File: src/rtl/adn_example_net_pkg.sv
// adn_example_net_pkg: packet header type, field widths and the traffic-pattern functions shared by ring and bench
package adn_example_net_pkg;
  localparam int id_w = 8;
  localparam int seq_w = 8;
  typedef struct packed {
    logic [id_w-1:0]  src;
    logic [id_w-1:0]  dest;
    logic [seq_w-1:0] seq;
  } hdr_t;
  function automatic logic [id_w-1:0] dest_of(int src, int k, int n);
    return id_w'((src + 1 + k % (n - 1)) % n);
  endfunction
  function automatic logic [31:0] payload_of(int src, int k);
    return 32'(k * (src + 1));
  endfunction
  // A sink sees every (n-1)th packet of a source, starting at that source's offset to it
  function automatic logic [seq_w-1:0] exp_seq(int self_id, int src, int c, int n);
    return seq_w'((self_id - src - 1 + 2 * n) % n + c * (n - 1));
  endfunction
endpackage

File: src/rtl/adn_example_node.sv
// adn_example_node: ring node with input FIFO, packet generator, checking sink and forward-first output mux
module adn_example_node
  import adn_example_net_pkg::*;
#(
  parameter int num_nodes_p        = 4,
  parameter int payload_width_p    = 16,
  parameter int packets_per_node_p = 8,
  parameter int fifo_els_p         = 2,
  parameter int node_id_p          = 0
) (
  input  logic                       clk_i,
  input  logic                       reset_i,
  input  logic                       in_v_i,
  input  hdr_t                       in_hdr_i,
  input  logic [payload_width_p-1:0] in_data_i,
  input  logic                       in_rdy_i,
  output logic                       acc_o,
  output logic                       fwd_o,
  output logic                       out_v_o,
  output hdr_t                       out_hdr_o,
  output logic [payload_width_p-1:0] out_data_o,
  input  logic                       out_rdy_i,
  output logic                       inject_o,
  output logic                       eject_o,
  output logic                       bad_o
);
  localparam int aw = fifo_els_p > 1 ? $clog2(fifo_els_p) : 1;
  localparam int cw = $clog2(fifo_els_p + 1);
  localparam int gw = $clog2(packets_per_node_p + 1);
  localparam int iw = $clog2(num_nodes_p);
  hdr_t                       mem_hdr  [2**aw];
  logic [payload_width_p-1:0] mem_data [2**aw];
  logic [seq_w-1:0]           rc_q     [num_nodes_p];
  logic [aw-1:0]              wp_q, wp_d, rp_q, rp_d;
  logic [cw-1:0]              cnt_q, cnt_d;
  logic [gw-1:0]              gen_q, gen_d;
  hdr_t                       h, gen_hdr;
  logic [payload_width_p-1:0] h_data, gen_data;
  logic [iw-1:0]              src;
  logic                       h_v, gen_v, push, pop;
  always_comb begin
    h = mem_hdr[rp_q];
    h_data = mem_data[rp_q];
    h_v = cnt_q != '0;
    src = h.src[iw-1:0];
    eject_o = h_v && h.dest == id_w'(node_id_p);
    fwd_o = h_v && !eject_o;
    acc_o = cnt_q != cw'(fifo_els_p) || eject_o;
    gen_v = gen_q != gw'(packets_per_node_p);
    gen_hdr = '{src: id_w'(node_id_p), dest: dest_of(node_id_p, int'(gen_q), num_nodes_p), seq: seq_w'(gen_q)};
    gen_data = payload_width_p'(payload_of(node_id_p, int'(gen_q)));
    out_v_o = fwd_o || gen_v;
    out_hdr_o = fwd_o ? h : gen_hdr;
    out_data_o = fwd_o ? h_data : gen_data;
    bad_o = eject_o && (h.seq != exp_seq(node_id_p, int'(src), int'(rc_q[src]), num_nodes_p) ||
                        h_data != payload_width_p'(payload_of(int'(h.src), int'(h.seq))));
  end
  // Handshake side kept apart from the head decode so ring-level ready has no loop
  always_comb begin
    inject_o = gen_v && !fwd_o && out_rdy_i;
    push = in_v_i && in_rdy_i;
    pop = eject_o || (fwd_o && out_rdy_i);
    wp_d = push ? (wp_q == aw'(fifo_els_p - 1) ? '0 : wp_q + aw'(1)) : wp_q;
    rp_d = pop ? (rp_q == aw'(fifo_els_p - 1) ? '0 : rp_q + aw'(1)) : rp_q;
    cnt_d = cnt_q + cw'(push) - cw'(pop);
    gen_d = gen_q + gw'(inject_o);
  end
  always_ff @(posedge clk_i)
    if (push) begin
      mem_hdr[wp_q] <= in_hdr_i;
      mem_data[wp_q] <= in_data_i;
    end
  always_ff @(posedge clk_i or negedge reset_i)
    if (!reset_i) begin
      wp_q <= '0;
      rp_q <= '0;
      cnt_q <= '0;
      gen_q <= '0;
      for (int n = 0; n < num_nodes_p; n++) rc_q[n] <= '0;
    end else begin
      wp_q <= wp_d;
      rp_q <= rp_d;
      cnt_q <= cnt_d;
      gen_q <= gen_d;
      if (eject_o) rc_q[src] <= rc_q[src] + seq_w'(1);
    end
endmodule

File: src/rtl/adn_example_net.sv
// adn_example_net: unidirectional ring of traffic nodes with aggregate sent/received counters and status
module adn_example_net
  import adn_example_net_pkg::*;
#(
  parameter int num_nodes_p        = 4,
  parameter int payload_width_p    = 16,
  parameter int packets_per_node_p = 8,
  parameter int fifo_els_p         = 2
) (
  input  logic                                                clk_i,
  input  logic                                                reset_i,
  output logic [$clog2(num_nodes_p*packets_per_node_p+1)-1:0] sent_count_o,
  output logic [$clog2(num_nodes_p*packets_per_node_p+1)-1:0] recv_count_o,
  output logic                                                done_o,
  output logic                                                error_o
);
  localparam int total = num_nodes_p * packets_per_node_p;
  localparam int cw = $clog2(total + 1);
  hdr_t                       l_hdr  [num_nodes_p];
  logic [payload_width_p-1:0] l_data [num_nodes_p];
  logic [num_nodes_p-1:0]     l_v, l_rdy, acc, fwd, inj, ej, bad;
  logic [cw-1:0]              sent_q, sent_d, recv_q, recv_d;
  logic                       done_q, done_d, err_q, err_d, r, run;
  int                         sum_s, sum_r;
  for (genvar g = 0; g < num_nodes_p; g++) begin : g_node
    localparam int p = (g + num_nodes_p - 1) % num_nodes_p;
    adn_example_node #(
      .num_nodes_p(num_nodes_p), .payload_width_p(payload_width_p),
      .packets_per_node_p(packets_per_node_p), .fifo_els_p(fifo_els_p), .node_id_p(g)
    ) u_node (
      .clk_i(clk_i), .reset_i(reset_i),
      .in_v_i(l_v[p]), .in_hdr_i(l_hdr[p]), .in_data_i(l_data[p]), .in_rdy_i(l_rdy[p]),
      .acc_o(acc[g]), .fwd_o(fwd[g]),
      .out_v_o(l_v[g]), .out_hdr_o(l_hdr[g]), .out_data_o(l_data[g]), .out_rdy_i(l_rdy[g]),
      .inject_o(inj[g]), .eject_o(ej[g]), .bad_o(bad[g])
    );
  end
  // A link is ready if some downstream node frees a slot through a chain of forwarders, or the full ring rotates
  always_comb begin
    r = 1'b0;
    run = 1'b1;
    for (int i = 0; i < num_nodes_p; i++) begin
      r = &fwd;
      run = 1'b1;
      for (int j = 1; j <= num_nodes_p; j++) begin
        r = r | (run & acc[(i + j) % num_nodes_p]);
        run = run & fwd[(i + j) % num_nodes_p];
      end
      l_rdy[i] = r;
    end
  end
  always_comb begin
    sum_s = int'(sent_q) + $countones(inj);
    sum_r = int'(recv_q) + $countones(ej);
    sent_d = sum_s > total ? cw'(total) : cw'(sum_s);
    recv_d = sum_r > total ? cw'(total) : cw'(sum_r);
    done_d = done_q || (sent_q == cw'(total) && recv_q == cw'(total));
    err_d = err_q || |bad;
  end
  always_ff @(posedge clk_i or negedge reset_i)
    if (!reset_i) begin
      sent_q <= '0;
      recv_q <= '0;
      done_q <= 1'b0;
      err_q <= 1'b0;
    end else begin
      sent_q <= sent_d;
      recv_q <= recv_d;
      done_q <= done_d;
      err_q <= err_d;
    end
  assign sent_count_o = sent_q;
  assign recv_count_o = recv_q;
  assign done_o = done_q;
  assign error_o = err_q;
endmodule

File: config.mk
export PLATFORM = sky130hd
export DESIGN_NAME = adn_example_net
export DESIGN_NICKNAME = d
export VERILOG_FILES = /design/src/rtl/adn_example_net_pkg.sv /design/src/rtl/adn_example_node.sv /design/src/rtl/adn_example_net.sv
export SDC_FILE = /design/constraint.sdc
export NUM_CORES = 2
export LEC_CHECK = 0
export ABC_AREA = 1
export BUFFER_PORTS_ARGS = -buffer_cell sky130_fd_sc_hd__buf_2
export CAP_MARGIN = 20
export CORE_MARGIN = 2
export CORE_UTILIZATION = 30
export DETAILED_ROUTE_END_ITERATION = 10
export GPL_TIMING_DRIVEN = 0
export PLACE_DENSITY = 0.49
export SETUP_SLACK_MARGIN = 0.5
export SKIP_LAST_GASP = 1
export SLEW_MARGIN = 20
export SYNTH_ARGS = -nofsm -noshare
export SYNTH_HDL_FRONTEND = slang
export SYNTH_SLANG_ARGS = --single-unit
File: constraint.sdc
create_clock -name clk_i -period 7.35 [get_ports clk_i]
set_input_delay 1.1025 -clock clk_i [delete_from_list [all_inputs] [get_ports clk_i]]
set_output_delay 1.1025 -clock clk_i [all_outputs]
set_load 0.02 [all_outputs]
---- After elaboration in Yosys (flattened, before gate mapping) ----
Memories as Yosys holds them, arrays and structs flattened.
Cells that the tools add are included.
word-level totals
  memory bits (writable) .................. 320
  register bits ........................... 174
  logic and storage cells ................. 316
  output and inout port bits .............. 14
  input port bits ......................... 2
  memories kept ........................... 8
cells by class
  add/subtract/negate cells ............... 56
  equal/unequal tests ..................... 21
  reduce and logical (&&, ||, !) cells .... 74
  multipliers ............................. 9
  bitwise logic cells ..................... 48
  $lt $le $gt $ge ......................... 10
  mux-type cells .......................... 50
  div/mod/pow operators ................... 4
memory list
  name                       words  width  read ports  clocked after Yosys merged registers in  wr ports  RTL line                RTL
  g_node[0].u_node.mem_hdr   2      24     1           0                                        1         adn_example_node.sv:31  hdr_t mem_hdr [2**aw];
  g_node[1].u_node.mem_hdr   2      24     1           0                                        1         adn_example_node.sv:31
  g_node[2].u_node.mem_hdr   2      24     1           0                                        1         adn_example_node.sv:31
  g_node[3].u_node.mem_hdr   2      24     1           0                                        1         adn_example_node.sv:31
  g_node[0].u_node.mem_data  2      16     1           0                                        1         adn_example_node.sv:32  logic [payload_width_p-1:0] mem_data [2**aw];
  g_node[1].u_node.mem_data  2      16     1           0                                        1         adn_example_node.sv:32
  2 more memories            -      -      -           -                                        -         -
operators by type and width
  cell                     number
  $add A32 B5 Y32 const B  4
  $bwmux W32               4
  $mod A5 B3 Y32 const B   4
  $mul A9 B32 Y16          4
  $sub A32 B2 Y32 const B  4
  $mux W24                 4
  $mux W8                  12
  $add A3 B32 Y32 const A  2
  $bmux W8 S2              4
  $demux W8 S2             4
  $mux W16                 4
  $ne A16 B16 Y1           4
  $add A8 B1 Y9 const B    4
  $logic_and A1 B1 Y1      33
  $add A2 B32 Y32 const A  1
  $add A3 B8 Y8            4
  $add A4 B32 Y32 const A  1
  $add A8 B1 Y8 const B    4
  $mul A8 B2 Y8 const B    4
  $ne A8 B8 Y1             4
  $and A1 B1 Y1            28
  $logic_or A1 B1 Y1       18
  $add A4 B1 Y4            4
  $eq A8 B2 Y1 const B     2
  other kinds (26)         111

---- Longest topological paths before layout ----
An unclocked memory read counts as a cell.
  word-level depth ........................ 16
  mapped depth ............................ 40
  gate-level depth less buffers ........... 38

---- Cells and area by module ----
Synthesis repeated with hierarchy kept, for this count alone.
unflattened totals
  cells, all modules ...................... 4,255
  area, all modules ....................... 36,431.2 um^2
modules (own cells, without submodules)
  module                                sequential area each (um^2)  area each (um^2)  cells an instance  times used
  adn_example_node at g_node[2].u_node  3,403.3                      8,928.6           1,026              1
  adn_example_node at g_node[0].u_node  3,403.3                      8,927.3           1,067              1
  adn_example_node at g_node[3].u_node  3,403.3                      8,856.0           999                1
  adn_example_node at g_node[1].u_node  3,403.3                      8,734.6           1,032              1
  adn_example_net                       350.3                        984.7             131                1

---- Worst setup path after synthesis ----
Ideal clock, no wire load.
  kind .................................... register to register
  start ................................... reg g_node[0].u_node.rp_q
  end ..................................... reg err_q (netlist: error_o)
  required time ........................... 7.220 ns
  clock period less this slack ............ 5.968 ns
  cell stages (with the launch flop) ...... 30
  path slack .............................. 1.382 ns
  buffers on the path ..................... 2
  setup time .............................. 0.130 ns
  data arrival time ....................... 5.838 ns
  cells stage by stage .................... dfrtp_1 inv_2 buf_2 nand2_1 nand2_1 clkbuf_1 ha_1 nand3_1 nor2_1 xor2_1 nand2_1 fa_1 fa_1 fa_1 fa_1 inv_1 ha_1 a21oi_1 nand2_1 inv_1 nand2_1 or2_2 nand3_1 nand3_1 nor2_1 nand4_1 nand2_1 nand2_1 inv_1 nand4_1
between the ends
  cells in the longest elaborated chain, start to end .. 12
  elaborated cells on any way between the ends .. 23
  those cells by class .................... add/sub: 5; mul: 2; eq/ne: 2; mux: 3; bitwise: 2; reduce/logical: 7; memory: 2
ends and longest elaborated chain
  what                                                             RTL line                                           RTL
  start, declared                                                  adn_example_node.sv:34                             logic [aw-1:0] wp_q, wp_d, rp_q, rp_d;
  start signal, assigned                                           adn_example_node.sv:82                             rp_q <= rp_d;
  $mem_v2 Z2 W24                                                   -
  $sub A1 B2 Y3 / $not A2 Y3 (equally long branches)               adn_example_net_pkg.sv:18, adn_example_node.sv:55
  $sub A32 B2 Y32 / $bmux W8 S2 (equally long branches)            adn_example_net_pkg.sv:18, adn_example_node.sv:55
  $add A32 B5 Y32 / $mux W8 (equally long branches)                adn_example_net_pkg.sv:18, adn_example_node.sv:55
  $reduce_or A2 Y1 (no line) / $mux W8 (equally long branches)     -
  $and A1 B1 Y1 (no line) / $mul A8 B2 Y8 (equally long branches)  -
  $add A3 B8 Y8                                                    adn_example_net_pkg.sv:18                          return seq_w'((self_id - src - 1 + 2 * n) % n + c * (n - 1));
  $ne A8 B8 Y1                                                     adn_example_node.sv:55                             bad_o = eject_o && (h.seq != exp_seq(node_id_p, int'(src), int'(rc_q[src]), num_nodes_p) ||
  $logic_or A1 B1 Y1                                               adn_example_node.sv:55
  $logic_and A1 B1 Y1 (*)                                          adn_example_node.sv:55
  $reduce_or A4 Y1 (*)                                             adn_example_net.sv:58                              err_d = err_q || |bad;
  $logic_or A1 B1 Y1 (*)                                           adn_example_net.sv:58
  net err_d                                                        adn_example_net.sv:23                              logic done_q, done_d, err_q, err_d, r, run;
  end signal, assigned                                             adn_example_net.sv:70                              err_q <= err_d;
  end, declared                                                    adn_example_net.sv:23
The timed path passes the listed nets; every way through them passes the cells marked *. The select of a mux whose other input is x is not followed.
A chain may end at the register's enable or synchronous reset.

---- Final worst setup path ----
Same ends and word-level chain as after synthesis.

==> impl_metrics.tcl <==
set metrics [dict create \
    p_int_mw 4.617 \
    setup_viol 0 \
    row_count 128 \
    p_seq_share_pct 50.4 \
    wl_per_cell_um 16.18 \
    cts_buffer_depth 3 \
    synth_seq_cells 494 \
    ctsHtreeMaxLevel 2 \
    avgViaCountPerCell 4.553 \
    gp_congestion 0.8444 \
    vias 28120 \
    timing.final.hold_violations 0 \
    cp_slowest_stage_delay_ps 540 \
    seq_area_um2 13960 \
    antenna_cells 0 \
    coreArea_um2 121600 \
    timing.rr.end "error_o$_DFF_PN0_" \
    start_util_pct 30.17 \
    drt_drc_violations_left 0 \
    final_max_slew_viol_count 0 \
    holdWs_ps 390.6 \
    avgSynthCellArea_um2 8.359 \
    finish.net_count 4972 \
    rsz0062_at_grt "no" \
    fin_cells 6176 \
    firstDrtPassIters 5 \
    synth.top_cells.by_count "nand2_1 (1275), inv_1 (682), nor2_1 (395), edfxtp_1 (320), ha_1 (269)" \
    end_kind "flop" \
    tritoncts "built" \
    r2r_cells 31 \
    io_buffers 15 \
    syn_area_um2 36680 \
    insertion_delay_ps 640 \
    clk_pin_slew_worst_paths_ps 60 \
    power_density_nw_per_um2 140.4 \
    skew_ps 25.08 \
    yosysUniqueCellTypes 58 \
    synth_flop_cell "edfxtp_1" \
    period_needed_ps 6443 \
    worstMarginPinSlew_ps 1075 \
    yosysMostFrequentCell "nand2_1" \
    cp_max_fo 11 \
    seq_area_frac_synth_pct 38.07 \
    slew_headroom_pct 27.57 \
    grt_pass1_wl_um 157000 \
    fmax_mhz 155.2 \
    synthArstFlopShare_pct 35.22 \
    io_pins 16 \
    synth_area_leader_cell "edfxtp_1" \
    synth_cells 4388 \
    clock-sinks 494 \
    ys_warn_count 0 \
    gr-usage-all-layers_pct 16.00 \
    required_ps 7870 \
    drive_gt1_share_pct 7.669 \
    min_period_over_period_pct 87.66 \
    multi_input_area_um2 19870 \
    r2r_start "g_node[0].u_node.rp_q$_DFFE_PN0N_" \
    fin_tns_setup_ps 0 \
    grt_pass1_vias 27460 \
    startpoint_type "flop" \
    die-area_um2 125100 \
    yosys-top-cells-area "edfxtp_1 (26%), nand2_1 (13%), dfrtp_1 (12%)" \
    vdd_drop_max_uv 202.3 \
    fillers 12590 \
    worstSetupStartpoint "g_node[0].u_node.rp_q$_DFFE_PN0N_" \
    regToRegSetupSlack_ps 910 \
    fp.dieH_um 353.7 \
    p_sw_share_pct 20.75 \
    slowest_stage "fa_1" \
    postRouteAntennaNets 0 \
    drt_iter0_markers 1763 \
    setup.worst_path.end "error_o$_DFF_PN0_" \
    hold_buffers 0 \
    hold_path.class "input pin to async pin" \
    cts_root_buffer "clkbuf_16" \
    critPathArrivalTime_ps 6960 \
    grt_overflow 0 \
    synth_edf_count 320 \
    dpl.cell_count 6045 \
    numCtsBuffers 58 \
    utilization_pct 34.13 \
    die_w_um 353.7 \
    hpwl_um 79110 \
    leakagePower_nw 20.64 \
    grt_max_degree 67 \
    wirelength_um 99910 \
    cap_violations 0 \
    path_class "flop to flop" \
    areaGrowthSynthToFinish_pct 13.12 \
    combPwrFrac_pct 0.7 \
    status "finished clean" \
    synth_top_area_share_pct 26.20 \
    pwr-share-clk_pct 49.0 \
    antenna_found_initial 2 \
    p_switching_mw 1.209 \
]
==> metal layers <==
layer  up-vias  part of all wire, %  GRT usage (%)  wire length [µm]
li1      14100                    -              -                 -
met1     13470                   47          22.19             47090
met2       451                   46          26.17             46020
met3       108                  4.6          2.428              4640
met4         0                  2.2          3.796              2156
met5         -                    0              0                 0
==> power by group through the flow <==
| stage | sequential [mW] | combinational, mW | clock [mW] |
|---|---|---|---|
| 2_1_floorplan | 2.99 | 0.0120 | 0 |
| 3_3_place_gp | 2.99 | 0.0370 | 0 |
| 3_5_place_dp | 2.99 | 0.0410 | 0 |
| 4_1_cts | 2.93 | 0.0413 | 2.93 |
| 5_1_grt | 2.93 | 0.0459 | 3.03 |
| 6_report | 2.93 | 0.0388 | 2.85 |
==> cell usage in the layout (no fill, tap or decap), types with 25 or more instances in the layout <==
| master | n |
|---|---|
| ha_1 | 263 |
| clkbuf_16 | 60 |
| nor2_1 | 381 |
| clkbuf_1 | 58 |
| dfrtp_1 | 173 |
| fa_1 | 198 |
| mux2i_1 | 25 |
| nand2_2 | 25 |
| o21ai_0 | 233 |
| buf_4 | 31 |
| buf_2 | 41 |
| nand4_1 | 52 |
| a21oi_1 | 50 |
| edfxtp_1 | 320 |
| xnor2_1 | 75 |
| nand3_1 | 186 |
| inv_1 | 675 |
| o21ai_1 | 37 |
| xor2_1 | 83 |
| nand2_1 | 1261 |
| or2_2 | 36 |
==> how the worst min path moves through the flow <==
| stage | depth (start not counted) | slack [ps] | endpoint |
|---|---|---|---|
| 2_1_floorplan | 2 | 440 | g_node[1].u_node.rc_q[6]$_DFFE_PN0P_ |
| 3_3_place_gp | 1 | 450 | done_o$_DFF_PN0_ |
| 3_5_place_dp | 1 | 450 | done_o$_DFF_PN0_ |
| 4_1_cts | 1 | 370 | g_node[0].u_node.rc_q[11]$_DFFE_PN0P_ |
| 5_1_grt | 1 | 400 | g_node[0].u_node.rc_q[29]$_DFFE_PN0P_ |
| 6_report | 1 | 390 | g_node[0].u_node.rc_q[29]$_DFFE_PN0P_ |
==> sequential cells by signal, summed over array words and instances, names as in the netlist <==
name,cells
done_o,1
error_o,1
g_node.u_node.cnt_q,8
g_node.u_node.gen_q,16
g_node.u_node.mem_data,128
g_node.u_node.mem_hdr,192
g_node.u_node.rc_q,128
g_node.u_node.rp_q,4
g_node.u_node.wp_q,4
recv_count_o,6
sent_count_o,6
==> per-stage QoR <==
step | area [µm²] | setup WS [ps] | power (mW)
after global placement | 38800 | -339.8 | 3.028
after floorplan | 36690 | 1382 | 3.003
after global routing | 41490 | 451.8 | 6.014
after detailed placement | 39160 | -367.8 | 3.031
final | 41490 | 907.1 | 5.826
after CTS | 41140 | 503.6 | 5.908
==> layout make-up <==
cell class                 instances  area share [%]
tap                             1625           4.901
inverter                         705           6.390
clock inverter                    30          0.5790
multi-input combinational       3092           47.88
clock buffer                      78           3.975
timing repair buffer              51           1.309
buffer                           101           1.306
sequential                       494           33.66
==> worst max-delay path, delay by kind of cell (launching register included) <==
family          cells  cell delay (ps)
fa+ha+maj           6             2620
simple gates       15             1860
buf+inv             8             1000
flops               1              450
compound gates      1              260
xor+xnor            1              110
==> what timing repair did <==
item                                    CTS  global route
gates resized for setup                  26            72
pin swaps                                 1             7
endpoints found under the setup margin    1             1
hold endpoints to repair                  0             0
setup buffers                             2            20
==> cells by family (layout without fill, tap and decap cells) <==
kind of cell / after synthesis / in the layout / share of synthesized area, %
AO/OA/AOI/OAI: 382 / 382 / 5.659
XOR/XNOR: 162 / 162 / 3.947
adder cells (fa/ha/maj): 467 / 467 / 19.98
buffers and inverters: 806 / 965 / 8.481
flip-flops: 494 / 494 / 38.07
multiplexers: 25 / 25 / 0.6823
other: 1 / 5 / 0.01022
AND/OR/NAND/NOR: 2051 / 2051 / 23.17
Note: power is estimated with default switching activity, not from simulation.
